**src/rtl/fifo_pkg.sv**
```systemverilog
// Shared constants for the single-clock FIFO.
// Depth helper and legal read-mode selectors.
package fifo_pkg;

  localparam int DWIDTH_DEF = 8;
  localparam int AWIDTH_DEF = 4;

  localparam string SA_ON  = "ON";
  localparam string SA_OFF = "OFF";

  function automatic int fifo_depth(input int aw);
    return 1 << aw;
  endfunction

endpackage

```
**src/rtl/sync_fifo_ram.sv**
```systemverilog
// Simple dual-port storage for sync_fifo.
// Synchronous write; read is combinational or registered.
module sync_fifo_ram
  import fifo_pkg::*;
#(
  parameter int DWIDTH = DWIDTH_DEF,
  parameter int AWIDTH = AWIDTH_DEF,
  parameter bit REG_RD = 1'b0
) (
  input  logic              clk_i,
  input  logic              srst_i,
  input  logic              we_i,
  input  logic [AWIDTH-1:0] waddr_i,
  input  logic [DWIDTH-1:0] wdata_i,
  input  logic              re_i,
  input  logic [AWIDTH-1:0] raddr_i,
  output logic [DWIDTH-1:0] rdata_o
);

  logic [DWIDTH-1:0] mem [fifo_depth(AWIDTH)];

  always_ff @(posedge clk_i) begin
    if (we_i) mem[waddr_i] <= wdata_i;
  end

  generate
    if (REG_RD) begin : g_reg
      logic [DWIDTH-1:0] rdata_q;
      logic [DWIDTH-1:0] rdata_d;

      always_comb begin
        rdata_d = rdata_q;
        if (re_i) rdata_d = mem[raddr_i];
      end

      always_ff @(posedge clk_i) begin
        if (srst_i) rdata_q <= '0;
        else        rdata_q <= rdata_d;
      end

      assign rdata_o = rdata_q;
    end else begin : g_comb
      logic unused_ok;
      assign unused_ok = ^{srst_i, re_i};
      assign rdata_o   = mem[raddr_i];
    end
  endgenerate

endmodule

```
**src/rtl/sync_fifo.sv**
```systemverilog
// Single-clock FIFO with show-ahead or registered read.
// Pointers, count and registered flags; storage in sync_fifo_ram.
module sync_fifo
  import fifo_pkg::*;
#(
  parameter int    DWIDTH    = DWIDTH_DEF,
  parameter int    AWIDTH    = AWIDTH_DEF,
  parameter string SHOWAHEAD = SA_ON
) (
  input  logic              clk_i,
  input  logic              srst_i,
  input  logic              wrreq_i,
  input  logic [DWIDTH-1:0] data_i,
  input  logic              rdreq_i,
  output logic [DWIDTH-1:0] q_o,
  output logic              empty_o,
  output logic              full_o,
  output logic [AWIDTH-1:0] usedw_o
);

  localparam int DEPTH = fifo_depth(AWIDTH);
  localparam logic [AWIDTH:0] FULL_CNT = (AWIDTH+1)'(DEPTH);
  localparam logic [AWIDTH:0] CNT_ONE  = (AWIDTH+1)'(1);
  localparam logic [AWIDTH-1:0] PTR_ONE = AWIDTH'(1);
  localparam bit SHOW_ON  = (SHOWAHEAD == SA_ON);
  localparam bit SHOW_OFF = (SHOWAHEAD == SA_OFF);

  generate
    if (!(SHOW_ON || SHOW_OFF)) begin : g_bad_mode
      $error("sync_fifo: SHOWAHEAD must be \"ON\" or \"OFF\"");
    end
  endgenerate

  logic [AWIDTH:0]   cnt_q, cnt_d;
  logic [AWIDTH-1:0] wr_ptr_q, wr_ptr_d;
  logic [AWIDTH-1:0] rd_ptr_q, rd_ptr_d;
  logic              empty_q, empty_d;
  logic              full_q, full_d;
  logic              wr_en, rd_en;
  logic [DWIDTH-1:0] ram_rdata;

  always_comb begin
    wr_en    = wrreq_i && !full_q;
    rd_en    = rdreq_i && !empty_q;
    wr_ptr_d = wr_ptr_q;
    rd_ptr_d = rd_ptr_q;
    cnt_d    = cnt_q;
    if (wr_en) wr_ptr_d = wr_ptr_q + PTR_ONE;
    if (rd_en) rd_ptr_d = rd_ptr_q + PTR_ONE;
    if (wr_en && !rd_en) cnt_d = cnt_q + CNT_ONE;
    if (!wr_en && rd_en) cnt_d = cnt_q - CNT_ONE;
    empty_d = (cnt_d == '0);
    full_d  = (cnt_d == FULL_CNT);
  end

  always_ff @(posedge clk_i) begin
    if (srst_i) begin
      cnt_q    <= '0;
      wr_ptr_q <= '0;
      rd_ptr_q <= '0;
      empty_q  <= 1'b1;
      full_q   <= 1'b0;
    end else begin
      cnt_q    <= cnt_d;
      wr_ptr_q <= wr_ptr_d;
      rd_ptr_q <= rd_ptr_d;
      empty_q  <= empty_d;
      full_q   <= full_d;
    end
  end

  sync_fifo_ram #(
    .DWIDTH (DWIDTH),
    .AWIDTH (AWIDTH),
    .REG_RD (SHOW_OFF)
  ) u_ram (
    .clk_i   (clk_i),
    .srst_i  (srst_i),
    .we_i    (wr_en),
    .waddr_i (wr_ptr_q),
    .wdata_i (data_i),
    .re_i    (rd_en),
    .raddr_i (rd_ptr_q),
    .rdata_o (ram_rdata)
  );

  // Gate show-ahead output while empty so reset leaves q_o at zero.
  generate
    if (SHOW_OFF) begin : g_q_reg
      assign q_o = ram_rdata;
    end else begin : g_q_fwft
      assign q_o = empty_q ? '0 : ram_rdata;
    end
  endgenerate

  assign empty_o = empty_q;
  assign full_o  = full_q;
  assign usedw_o = cnt_q[AWIDTH-1:0];

endmodule

```
**config.mk**
```make
export PLATFORM = sky130hd
export DESIGN_NAME = sync_fifo
export DESIGN_NICKNAME = d
export VERILOG_FILES = /design/src/rtl/fifo_pkg.sv /design/src/rtl/sync_fifo_ram.sv /design/src/rtl/sync_fifo.sv
export SDC_FILE = /design/constraint.sdc
export NUM_CORES = 1
export LEC_CHECK = 0
export CAP_MARGIN = 30
export CORE_AREA = 10 10 152 154
export DETAILED_ROUTE_END_ITERATION = 8
export DIE_AREA = 0 0 162 164
export GPL_TIMING_DRIVEN = 0
export SLEW_MARGIN = 20
export SYNTH_ARGS = -nofsm -noshare
export SYNTH_HDL_FRONTEND = slang
export SYNTH_SLANG_ARGS = --single-unit
```
**constraint.sdc**
```tcl
create_clock -name clk_i -period 2.65 [get_ports clk_i]
set_input_delay 0.3975 -clock clk_i [delete_from_list [all_inputs] [get_ports clk_i]]
set_output_delay 0.3975 -clock clk_i [all_outputs]
set_load 0.02 [all_outputs]
```
==> impl_results.md <==
* Outcome: finished, final reports clean
* Post-DP Area at 6550 sq um
* Worst-margin pin slew at 587 ps
* Dpl hpwl at 7700 microns
* Antenna violations before repair at 0
* Fmax achieved at 388 MHz
* Postcts setup bufs at 0
* Crit-path max cell delay at 560 ps
* Most used DFF post-synth: edfxtp_1
* Simple-Gate Fraction of Synth Area at 6.11%
* Count leader, synth: edfxtp_1
* EDFF count, synth at 128
* GPL Wtd Cong at 0.720
* Setup CP Type: reg -> out
* Mux contribution to synthesized area at 13.0%
* Ys async rst share at 0%
* Post-Synth XOR/XNOR Area at 1.47%
* WL met3 at 417 microns
* DR vias/cell at 4.63
* Seq/Total Area, Yosys at 70.9%
* Crit-path cells: buf_6 > buf_8 > mux4_2 > a22oi_2 > a21oi_2 > clkdlybuf4s15_2
* Final WS setup at 70.6 ps
* Worst rel slew slack at 60.8%
* Syn Nets at 338
* Pre-CTS worst setup slack at 37.4 ps
* R2r startpoint: full_o
* Flops & latches, synth at 147
* Leakage at 2.33 nW
* Total gr overflow at 0
* Core area at 20000 sq um
* Via count at 2988
* Iteration-0 DRC Markers at 232
* # setup viols final at 0
* Post-Synthesis Cell Area at 5960 sq um
* WP data arrival at 2180 ps
* # diodes at 0
* CTS tree: done
* Final Hold Viols at 0
* Final worst path period need at 2580 ps
* Remaining DRCs at 0
* Final Routed Wirelength at 11800 microns
* Largest family of logic cells by synthesized area: multiplexers
* Gate Count Post-Synth at 319
* Post-synth top cells: edfxtp_1, dfxtp_1, and2_1
* Design Area, Final at 7210 sq um
* Root buffer cell: clkbuf_16
* VDD IR max at 442 uV
* FP Rows at 52
* Reg2reg setup slack at 780 ps
* Unrepaired setup endpoints after global routing: true
* Max-cap violations at 0
* Synth top area cells: edfxtp_1, mux4_1, mux4_2, dfxtp_1, a22oi_1
* Drt pass-1 iters at 5
* Worst EP required at 2250 ps
* Die footprint at 26600 sq um
* Yosys warns at 0
* Net Sw Frac at 23.7%
* Logic gate share of total power at 14.7%
* Final Cycle Share at 97.3%
* Startpoint type of the worst setup path: flop
* Yosys cell types at 39
* First-pass GRT wire length at 18700 microns
* R2R depth at 3
* Slowest cell on crit path: mux4_2
* Post-Synth Adder-Cell Area at 1.47%
* Part of the power in registers at 44.0%
* Compound-Gate Fraction of Synth Area at 4.07%
* Synth top area share at 64.5%
* Cell taking the most area after synthesis: edfxtp_1
* CTS Sinks at 147
* Die width at 162 microns
* Critical Path End Type: output port
* Hold path depth at 2
* Vias in the first global route at 3175
* Worst-skew pair later-pin latency at 410 ps
* Hold_sp: rd_ptr_q[1]
* R2r endpoint: u_ram.mem[10][7]
* Synthesized area per cell at 18.7 sq um
* Die height at 164 microns
* Sw power at 1.42 mW
* Antenna viol nets, final at 0
* Top layer used by detailed routing: met4
* Tot Pwr at 6.01 mW
* Fin nets at 382
* Largest net degree at the start of global routing at 17
* WL/cell at 18.2 microns
* M1 wire length at 5550 microns
* H-tree levels at 4
* Setup TNS at 0 ps
* Worst-path maximum fanout at 10
* Met2 routed WL at 5660 microns
* Clk buf depth at 2
* # port buffers at 25
* Internal power at 4.59 mW
* Final Max Slew Viols at 0
* Clock-pin slew on the worst setup and hold paths at 60 ps
* Clock skew at 8.30 ps
* Total CTS buffers at 17
* Clock power share at 41.3%
* I/O pin cnt at 26
* GRT Util Overall at 9.28%
* HP Class: reg -> reg
* Pwr/cell area at 834 nW/um^2
* Initial Util at 29.7%
* Layout area overhead at 20.9%
* Fraction of layout cells with a size suffix above 1 at 25.0%
==> stage by stage <==
step	hold WS [ps]	utilization (%)	instances
after floorplan	467	-	319
after global placement	491	32.7	614
after detailed placement	503	32.7	614
after CTS	513	36.0	646
after global routing	568	36.0	646
final	510	36.0	646
==> worst max path at each step <==
| stage | depth (start not counted) | from | slack (ps) | end |
|---|---|---|---|---|
| final | 6 | flop | 70 | q_o[6] |
| after global routing | 6 | flop | -0.3 | q_o[6] |
| after CTS | 6 | flop | -30 | q_o[0] |
| after detailed placement | 6 | flop | 40 | q_o[0] |
| after global placement | 6 | flop | 60 | q_o[6] |
| after floorplan | 5 | flop | 790 | q_o[3] |
==> cell families after synthesis <==
| kind of cell | Yosys count |
|---|---|
| mux | 32 |
| compound gates | 34 |
| xor+xnor | 10 |
| buf+inv | 24 |
| simple gates | 65 |
| fa+ha+maj | 7 |
| flops | 147 |
==> sequential cells by signal, indices dropped and copies added (netlist names), named ones only <==
| signal | count |
|---|---|
| u_ram.mem | 128 |
| cnt_q | 5 |
| rd_ptr_q | 4 |
| wr_ptr_q | 4 |
| empty_o | 1 |
| full_o | 1 |
==> area by class of cell <==
type	instances	area, sq um
Clock inverter	13	181
Timing Repair Buffer	25	229
Buffer	18	174
Tap cell	270	338
Sequential cell	147	4220
Multi-Input combinational cell	148	1600
Clock buffer	19	433
Fill cell	1907	12800
Inverter	6	22.5
==> layer usage <==
metal | GRT usage (%) | up-vias
met5 | 0 | -
met4 | 3.06 | 0
met3 | 2.88 | 11
met2 | 15.0 | 67
met1 | 11.6 | 1549
li1 | - | 1361
==> cells in the final DEF (no fill, tap or decap), types with 3 or more instances in the layout <==
cell / count
a22oi_2: 10
nand3_1: 4
clkdlybuf4s25_2: 3
nor2_1: 14
bufinv_16: 4
buf_4: 6
a22oi_1: 6
xnor2_1: 5
clkinv_4: 3
xor2_1: 5
dfxtp_1: 19
ha_1: 7
and3_1: 3
inv_1: 6
edfxtp_1: 128
clkdlybuf4s50_1: 17
clkbuf_1: 3
clkdlybuf4s15_2: 3
nand2_1: 8
a21oi_1: 9
mux4_2: 21
nor3_1: 4
and2_1: 18
buf_2: 7
clkbuf_16: 17
mux4_1: 11
==> worst max-delay path, delay by kind of cell, from the launching register on <==
kind	cells	cell delay, ps
buffers and inverters	3	600
AOI/OAI and AO/OA	2	290
DFF	1	330
muxes	1	560
==> power by group through the flow <==
stage | Clock (mW) | Combinational (mW) | Sequential [mW]
4_1_cts | 2.52 | 0.896 | 2.64
5_1_grt | 2.62 | 0.957 | 2.65
6_report | 2.48 | 0.883 | 2.64
3_3_place_gp | 0 | 0.862 | 2.69
2_1_floorplan | 0 | 0.577 | 2.69
3_5_place_dp | 0 | 0.877 | 2.69
==> repair_timing <==
action / 4_1_cts / 5_1_grt
setup endpoints to repair: 8 / 8
hold buffers: 0 / 0
gates resized for setup: 36 / 15
Power figures use the tool's default switching activity.
